[src/rtl/arb_mux_reg.sv]
// Registered N-way valid/ready mux: external-select, fixed-priority or round-robin arbitration
// into a single output register. Optional transfer counter: define ARB_MUX_REG_STATS_EN.
module arb_mux_reg #(
   parameter int unsigned nb_bits_select        = 2,
   parameter int unsigned nb_bits_taille_donnes = 32
) (
   input  logic                                                     clk_i,
   input  logic                                                     rst_i,
   input  logic [(2**nb_bits_select)-1:0][nb_bits_taille_donnes-1:0] data_i,
   input  logic [(2**nb_bits_select)-1:0]                           valid_i,
   output logic [(2**nb_bits_select)-1:0]                           ready_o,
   input  logic [1:0]                                               mode_i,
   input  logic [nb_bits_select-1:0]                                sel_i,
   output logic [nb_bits_taille_donnes-1:0]                         data_o,
   output logic                                                     valid_o,
   input  logic                                                     ready_i,
   output logic [nb_bits_select-1:0]                                grant_o
`ifdef ARB_MUX_REG_STATS_EN
   ,
   output logic [31:0]                                              xfer_cnt_o
`endif
);

   localparam int unsigned N  = 2**nb_bits_select;
   localparam int unsigned SW = nb_bits_select;
   localparam int unsigned DW = nb_bits_taille_donnes;

   localparam logic [1:0] MODE_EXT = 2'b00;
   localparam logic [1:0] MODE_RR  = 2'b10;

   logic [DW-1:0] r_data;
   logic          r_valid;
   logic [SW-1:0] r_grant;
   logic [SW-1:0] r_rr_ptr;

   logic          w_load_en;
   logic          w_found;
   logic [SW-1:0] w_cand;
   logic [SW-1:0] w_idx;

   // Output register can take a new word when empty or being drained this cycle
   assign w_load_en = !r_valid || ready_i;

   // Candidate selection; mode 11 falls through to fixed priority
   always_comb begin
      w_found = 1'b0;
      w_cand  = '0;
      w_idx   = '0;
      case (mode_i)
         MODE_EXT: begin
            if (valid_i[sel_i]) begin
               w_found = 1'b1;
               w_cand  = sel_i;
            end
         end
         MODE_RR: begin
            for (int unsigned i = 0; i < N; i++) begin
               w_idx = r_rr_ptr + SW'(i);
               if (!w_found && valid_i[w_idx]) begin
                  w_found = 1'b1;
                  w_cand  = w_idx;
               end
            end
         end
         default: begin
            for (int unsigned i = 0; i < N; i++) begin
               if (!w_found && valid_i[SW'(i)]) begin
                  w_found = 1'b1;
                  w_cand  = SW'(i);
               end
            end
         end
      endcase
   end

   assign ready_o = (w_load_en && w_found && !rst_i) ? (N'(1) << w_cand) : '0;

   always_ff @(posedge clk_i or posedge rst_i) begin
      if (rst_i) begin
         r_data   <= '0;
         r_valid  <= 1'b0;
         r_grant  <= '0;
         r_rr_ptr <= '0;
      end else if (w_load_en) begin
         if (w_found) begin
            r_data  <= data_i[w_cand];
            r_grant <= w_cand;
            r_valid <= 1'b1;
            if (mode_i == MODE_RR) begin
               r_rr_ptr <= w_cand + SW'(1);
            end
         end else begin
            r_valid <= 1'b0;
         end
      end
   end

   assign data_o  = r_data;
   assign valid_o = r_valid;
   assign grant_o = r_grant;

`ifdef ARB_MUX_REG_STATS_EN
   logic [31:0] r_xfer_cnt;

   // Saturating count of output handshakes
   always_ff @(posedge clk_i or posedge rst_i) begin
      if (rst_i) begin
         r_xfer_cnt <= '0;
      end else if (r_valid && ready_i && (r_xfer_cnt != 32'hFFFF_FFFF)) begin
         r_xfer_cnt <= r_xfer_cnt + 32'd1;
      end
   end

   assign xfer_cnt_o = r_xfer_cnt;
`else
   // Statistics counter not built
`endif

endmodule
[config.mk]
export PLATFORM = sky130hd
export DESIGN_NAME = arb_mux_reg
export DESIGN_NICKNAME = d
export VERILOG_FILES = /design/src/rtl/arb_mux_reg.sv
export SDC_FILE = /design/constraint.sdc
export NUM_CORES = 1
export LEC_CHECK = 0
export CAP_MARGIN = 20
export CORE_ASPECT_RATIO = 1.25
export CORE_UTILIZATION = 25
export DETAILED_ROUTE_END_ITERATION = 10
export GPL_ROUTABILITY_DRIVEN = 0
export GPL_TIMING_DRIVEN = 0
export REMOVE_ABC_BUFFERS = 1
export SLEW_MARGIN = 20
export SYNTH_ARGS = -nofsm -noshare
export SYNTH_HDL_FRONTEND = slang
export SYNTH_SLANG_ARGS = --single-unit
export TNS_END_PERCENT = 30
[constraint.sdc]
create_clock -name clk_i -period 3.55 [get_ports clk_i]
set_input_delay 1.065 -clock clk_i [delete_from_list [all_inputs] [get_ports clk_i]]
set_output_delay 1.065 -clock clk_i [all_outputs]
set_load 0.01 [all_outputs]
Word-level counts from Yosys, hierarchy flattened
Index checks and enable logic that the tools add are counted.
{ "totals": {"reg_bits": 37, "inputBits": 139} }
{ "op_classes": {"n_addsub": 4, "magnitude_cmp": 6, "n_eq_ne": 1, "shifts": 1, "n_mux": 39, "n_reduce_logical": 21} }
{ "ops": {"columns": ["operator", "count"], "rows": [
  ["32-bit binary-select mux with 2-bit select", 1],
  ["32-bit two-way mux", 1],
  ["1-bit two-way mux", 22],
  ["2-bit by 3-bit less-than comparator with 1-bit output (second input constant)", 6],
  ["2-bit two-way mux", 7],
  ["1-bit binary-select mux with 2-bit select", 5],
  ["1-bit logical AND", 8],
  ["1-bit logical NOT", 8],
  ["2-bit by 1-bit adder with 2-bit output (second input constant)", 2],
  ["2-bit adder (second input constant)", 2],
  ["4-bit two-way mux", 1],
  ["2-bit one-hot mux with 2 select lines", 1],
  ["1-bit by 2-bit left shift with 4-bit output (first input constant)", 1],
  ["3-bit AND reduction", 1],
  ["2-bit equality test (second input constant)", 1],
  ["2-bit logical NOT", 1],
  ["1-bit one-hot mux with 2 select lines", 1],
  ["2-bit AND reduction", 1],
  ["2-bit OR reduction", 1],
  ["1-bit logical OR", 1]
]} }

Logic depth before layout (Yosys ltp)
{ "depth": {"ltp_word": 19, "ltp_mapped": 9} }

Least setup slack after synthesis
No wires, ideal clock.
{ "synth_timing": {"kind": "input to output", "from": "input port valid_i[3]", "to": "output port ready_o[1]", "t_arrival_ns": 2.353, "path_slack_ns": 0.132, "path_stages": 9, "path_buffers": 2, "cell_sequence": "nor2b_1 -> o221ai_1 -> o311ai_1 -> nand3_2 -> buf_4 -> buf_4 -> inv_1 -> ha_1 -> and2_1"} }
{ "synth_via": {"word_cells_on_any_way": 38, "cone_classes": "1 x shift; 28 x mux; 9 x reduce/logical"} }
{ "synth_rtl": {"columns": ["item", "line_no", "source"], "rows": [
  ["start: declaration", "10", "input logic [(2**nb_bits_select)-1:0] valid_i,"],
  ["1-bit binary-select mux with 2-bit select", "59", "if (!w_found && valid_i[w_idx]) begin"],
  ["1-bit two-way mux (implied by the code)", "59", null],
  ["1-bit two-way mux", "59", null],
  ["1-bit two-way mux", "49", "case (mode_i)"],
  ["1-bit logical NOT", "59", null],
  ["1-bit logical AND", "59", null],
  ["1-bit two-way mux", "59", null],
  ["1-bit two-way mux", "49", null],
  ["[... 3 more ...]", null, null],
  ["1-bit two-way mux", "49", null],
  ["1-bit logical NOT", "59", null],
  ["1-bit logical AND", "59", null],
  ["2-bit two-way mux", "59", null],
  ["2-bit one-hot mux with 2 select lines *", "49", null],
  ["net w_cand[0]", "38", "logic [SW-1:0] w_cand;"],
  ["1-bit by 2-bit left shift with 4-bit output *", "76", "assign ready_o = (w_load_en && w_found && !rst_i) ? (N'(1) << w_cand) : '0;"],
  ["4-bit two-way mux *", "76", null],
  ["end: declaration", "11", "output logic [(2**nb_bits_select)-1:0] ready_o,"]
]} }
The timed path passes the listed nets; every way through them passes the cells marked *. The select of a mux whose other input is x is not followed.

Final worst setup path
{ "layout_timing": {"from": "input port sel_i[0]", "to": "output port ready_o[0]"} }
{ "layout_via": {"elab_chain_len": 7, "word_cells_on_any_way": 10, "cone_classes": "1 x shift; 7 x mux; 2 x reduce/logical"} }
{ "layout_lines": {"columns": ["item", "line_no", "source"], "rows": [
  ["start: declaration", "13", "input logic [nb_bits_select-1:0] sel_i,"],
  ["1-bit binary-select mux with 2-bit select", "51", "if (valid_i[sel_i]) begin"],
  ["1-bit two-way mux (implied by the code)", "51", null],
  ["1-bit two-way mux", "51", null],
  ["1-bit one-hot mux with 2 select lines", "49", null],
  ["1-bit logical AND (2 in a row)", "76", null],
  ["4-bit two-way mux *", "76", null]
]} }
Every way passes the cells marked *; elsewhere a longest branch is shown, timed or not. The select of a mux whose other input is x is not followed.

==> flow_summary.ini <==
[floorplan]
die_w_um = 93.6
die-area_mm2 = 0.0109
die_y_um = 117
placement_rows = 41
ios = 178
start_util_pct = 25.8
core_area_mm2 = 0.0102

[yosys]
avgSynthCellArea_um2 = 11.2
synth.area.top_cells = dfrtp_1, mux2i_1, o221ai_2, nand2_1, ha_1
syn_area_mm2 = 0.00262
synth.most_common_cell = mux2i_1
yosysTopAreaCellShare_pct = 35.3
synthArstFlopShare_pct = 100
syn_inst = 234
ys_types = 31
synth_commonest_cells = mux2i_1, dfrtp_1, nand2_1
synth_warnings = 0
synth_flop_cell = dfrtp_1
synth-seq-cells = 37
ys_seq_area_share_pct = 35.3
synth_edf_count = 0
yosysTopAreaCell = dfrtp_1

[timing]
skew_ns = 0.00377
tightest_slew_ns = 0.633
finalCritPeriodShare_pct = 99.0
max_freq_mhz = 284
finalSetupViolations = 0
period_minus_slack_ns = 3.52
slew_violations = 0
hold_violations = 0
rsz0062_at_grt = true
slew_headroom_pct = 57.8

[clocking]
cts_root_buffer = clkbuf_16
cts_tree = done
clockBufferDepth = 2
clock_sinks = 37
numCtsBuffers = 5
clk_pin_slew_worst_paths_ns = 0.06
htreeDepth = 2
clk_latency_ns = 0.28
holdBufCountCts = 0

[setup_path]
crit_end = ready_o[0]
r2r_cells = 8
path_cells = buf_6 > mux2i_4 > buf_6 > a22oi_2 > buf_6 > nand3_4 > ha_4 > and2_1 > buf_2
worst_path_max_delay_cell = a22oi_2
critPathMostFrequentCell = buf_6
cp_max_fo = 5
end_kind = primary output
timing.rr.start = r_rr_ptr[1]
arrival_ns = 2.45
reg2reg_slack_ns = 1.20
crit_type = in2out
required_ns = 2.48
critical-path-max-stage-delay_ns = 0.21
r2r_end = data_o[4]
worstSetupStartpoint = sel_i[0]
crit_path_start_kind = input port

[final_layout]
drive_gt1_share_pct = 23.4
diodes = 0
design_area_mm2 = 0.00501
area_growth_pct = 91.0
fin_nets = 561
final_cells = 548

[global_route]
met3_usage_pct = 4.17
busiest_layer = met2
grt_max_degree = 41
track_usage_pct = 17.2
met1_usage_pct = 18.8
grt_pass1_wl_um = 14200
grt_pass1_vias = 2749
antenna_found_initial = 0
use_met2_pct = 32.7
overflow = 0

[power]
powerDensity_mw_per_mm2 = 399
vdd_drop_max_v = 0.000162
p_leak_nw = 2.17

[drt]
routed_wl_um = 9170
ant_nets = 0
vias = 2621
viasPerCell = 4.78
wire_per_inst_um = 16.7
dr.first_iter.drc_count = 47
dr.pass1.iters = 4
drc = 0

[placement]
dp_hpwl_um = 6430
dpl_cell_area_mm2 = 0.00456
portBuffers = 177
dp_cells = 526

[outcome]
status = complete, no violations

[worst_hold_path]
hold_path_class = reg2reg

[run]
drv_cap = 0
[area by class of cell]
type	instances	area (um2)
clock buffers	7	143
multi-input cells	175	1770
well taps	129	161
clock inverters	1	30.0
repair buffers	194	1960
inverters	5	21.3
flip-flops and latches	37	926
fillers	953	5140
[worst min-delay path by stage]
stage / slack (ns) / depth (start not counted) / startpoint / to
after global routing: 0.51 / 2 / grant_o[0] / grant_o[0]
after CTS: 0.48 / 2 / grant_o[0] / grant_o[0]
after detailed placement: 0.47 / 2 / grant_o[0] / grant_o[0]
final: 0.48 / 2 / grant_o[0] / grant_o[0]
after global placement: 0.46 / 2 / grant_o[1] / grant_o[1]
after floorplan: 0.50 / 1 / r_rr_ptr[1] / r_rr_ptr[1]
[cell usage in the layout (no fill, tap or decap), types with 3 or more instances in the layout]
| cell | Yosys | routed |
|---|---|---|
| ha_4 | 0 | 4 |
| nand2_1 | 36 | 36 |
| mux2i_1 | 66 | 65 |
| buf_2 | 9 | 4 |
| o221ai_2 | 29 | 30 |
| nand2b_4 | 1 | 3 |
| buf_16 | 0 | 3 |
| buf_4 | 3 | 11 |
| buf_6 | 3 | 6 |
| and2_4 | 0 | 3 |
| clkdlybuf4s50_1 | 0 | 165 |
| o221ai_1 | 4 | 3 |
| clkbuf_16 | 0 | 5 |
| dfrtp_1 | 37 | 37 |
[per-layer routing]
layer,part of all wire (%),up-vias
met4,1.7,0
met2,55,91
met3,6.1,13
met5,0,-
li1,-,1256
met1,37,1261
[registers in the layout, summed over array words and instances (netlist names)]
signal / cells
grant_o: 2
valid_o: 1
data_o: 32
r_rr_ptr: 2
[logic make-up after synthesis]
kind of cell	Yosys count	share of synthesized area (%)
AOI/OAI and AO/OA	46	21.6
DFF	37	35.3
adders and majority gates	4	1.91
muxes	68	26.0
buffers and inverters	23	5.01
and+or+nand+nor	56	10.1
[worst max-delay path: cells and delay by family]
family / cells / cell delay, ns
AND/OR/NAND/NOR: 2 / 0.28
multiplexers: 1 / 0.18
buffers and inverters: 4 / 0.50
AO/OA/AOI/OAI: 1 / 0.21
adder cells (fa/ha/maj): 1 / 0.20
[metrics by stage]
stage	setup TNS [ns]	utilization (%)	power, W	worst slack, ns	hold slack (ns)
6_report	0	49.3	0.00200	0.0342	0.482
5_1_grt	-0.0174	49.3	0.00212	-0.0174	0.510
4_1_cts	0	48.5	0.00202	0.0115	0.485
3_5_place_dp	-12.83	44.9	0.00142	-1.31	0.472
3_3_place_gp	-84.70	43.8	0.00141	-2.76	0.460
2_1_floorplan	-16.15	-	0.000976	-1.19	0.497
[what timing repair did]
| item | 4_1_cts | 5_1_grt |
|---|---|---|
| endpoints found under the setup margin | 14 | 4 |
| pin swaps | 8 | 8 |
| buffers inserted | 11 | 2 |
| gates cloned | 2 | 0 |
| gates resized for setup | 63 | 33 |
[power breakdown]
group	leakage (nW)	switching, W	internal [W]
Clock	0.0841	0.000168	0.000351
Combinational	1.63	0.000386	0.000518
Sequential	0.451	0.0000596	0.000520
Total	2.17	0.000614	0.00139
(Power assumes the default switching activity.)
==> RTL change: new RTL, same flow settings <==
The option `ARB_MUX_REG_STATS_EN` is turned on by a define.
--- a/src/rtl/arb_mux_reg.sv
+++ b/src/rtl/arb_mux_reg.sv
@@ -1,5 +1,7 @@
 // Registered N-way valid/ready mux: external-select, fixed-priority or round-robin arbitration
 // into a single output register. Optional transfer counter: define ARB_MUX_REG_STATS_EN.
+`define ARB_MUX_REG_STATS_EN
+
 module arb_mux_reg #(
    parameter int unsigned nb_bits_select        = 2,
    parameter int unsigned nb_bits_taille_donnes = 32
Check against the original RTL (old outputs only; new: xfer_cnt_o): equivalent (equiv_simple and equiv_induct, registers matched by name and starting in step).
==> RTL change against the original RTL <==
- the flow now finishes with violations (negative setup slack)
- non-clock buffer count up 44
- die area up 64%
- power increased by 64%
- largest cell class is now multi-input combinational cells
- sequential power grew 79%
- count of clock-buffer cells in the layout rose by 2
- area after synthesis grew 66%
- setup slack got worse by 0.21 ns
- critical endpoint is now ready_o[1]
- critical path type unchanged
- combinational power grew 31%
- final area is 47% higher
- sequential cell count up 32
- register-to-register slack lost 0.39 ns
- sequential share of layout area increased by 5.0 points
- clock skew increased by 0.0062 ns
- wire length grew 80%
==> RTL change: results <==
metrics = {
    "cells_and_area": {
        "fill_cells": 1658,
        "multiInputGateArea_sq_mm": 0.00260,
        "non_clock_buffer_area_share": 0.319,
        "layout.nets": 812,
        "layout.non_clock_inverters": 10,
        "clockNetworkAreaShare": 0.0473,
        "final_cells": 893,
    },
    "global_route": {
        "pin_count_of_the_biggest_net_entering_global_routing": 45,
        "grt_pass1_wl_mm": 25.1,
        "globalRouteMet3Util": 0.0298,
    },
    "timing": {
        "post-route-worst-setup-slack_ns": -0.174,
        "sum_of_negative_setup_slack_ns": -0.511,
        "final_setup_vio_count": 4,
        "max-slew-margin-rel": 0.371,
    },
    "drt": {
        "detailroute.wirelength.met3_microns": 952,
        "routed_wirelength_mm": 16.5,
        "total_routed_wire_length_on_the_met1_layer_mm": 6.45,
        "vias_per_cell": 5.06,
        "detailroute.wirelength.met2_mm": 8.78,
        "drt_first_pass_iters": 5,
    },
    "status": {
        "failed_checks": "negative setup slack",
        "outcome": "finished, violations left",
    },
    "worst_setup_path": {
        "slowest_delay_ns": 0.33,
        "r2r_slack_ns": 0.81,
        "cpLargestDelayFamily": "compound AO/OA/AOI/OAI gates",
        "cpMaxStageDelayCell": "o31a_1",
    },
    "logic_synthesis": {
        "post_synth_adder_cell_area": 0.0144,
        "ys_top_cells_by_count": "71 x nand3_1, 69 x dfrtp_1, 33 x o21ai_0",
        "synth.area.mux_share": 0.0904,
        "syn_area_per_cell_sq_um": 9.76,
        "synth.area.top_cells": "dfrtp_1 40%, nand3_1 8.2%, mux2_4 5.5%, xnor2_1 4.6%, o221a_1 4.1%",
        "synth_xor_xnor_area_share": 0.0625,
    },
    "placed_design": {
        "place.detailed.instances": 848,
        "place.detailed.hpwl_mm": 11.0,
        "port_buffers": 209,
    },
    "clock_network": {
        "worst_skew_pair.late_latency_ns": 0.34,
        "clock_sink_count": 69,
        "cts_resized": 91,
    },
    "power": {
        "leakage_power_total_nw": 2.91,
    },
    "floorplanning": {
        "die_area_sq_mm": 0.0179,
    },
}
## RTL change: power by group
part           leakage, nW  internal [mW]  switching, mW
combinational         1.90          0.654          0.528
clock                0.162          0.690          0.377
sequential           0.848          0.922          0.121
total                 2.91           2.27           1.03
## RTL change: final timing paths
check	start	to	cells past startpoint
worst max-delay path	valid_i[0]	ready_o[1]	9
worst min-delay path	xfer_cnt_o[19]$_DFFE_PP0P_	xfer_cnt_o[19]$_DFFE_PP0P_	1
worst max register to register	r_rr_ptr[0]$_DFFE_PP0P_	data_o[29]$_DFFE_PP0P_	8
worst min register to register	xfer_cnt_o[19]$_DFFE_PP0P_	xfer_cnt_o[19]$_DFFE_PP0P_	1
max in group asynchronous	rst_i	xfer_cnt_o[13]$_DFFE_PP0P_	3
min in group asynchronous	rst_i	data_o[20]$_DFFE_PP0P_	2
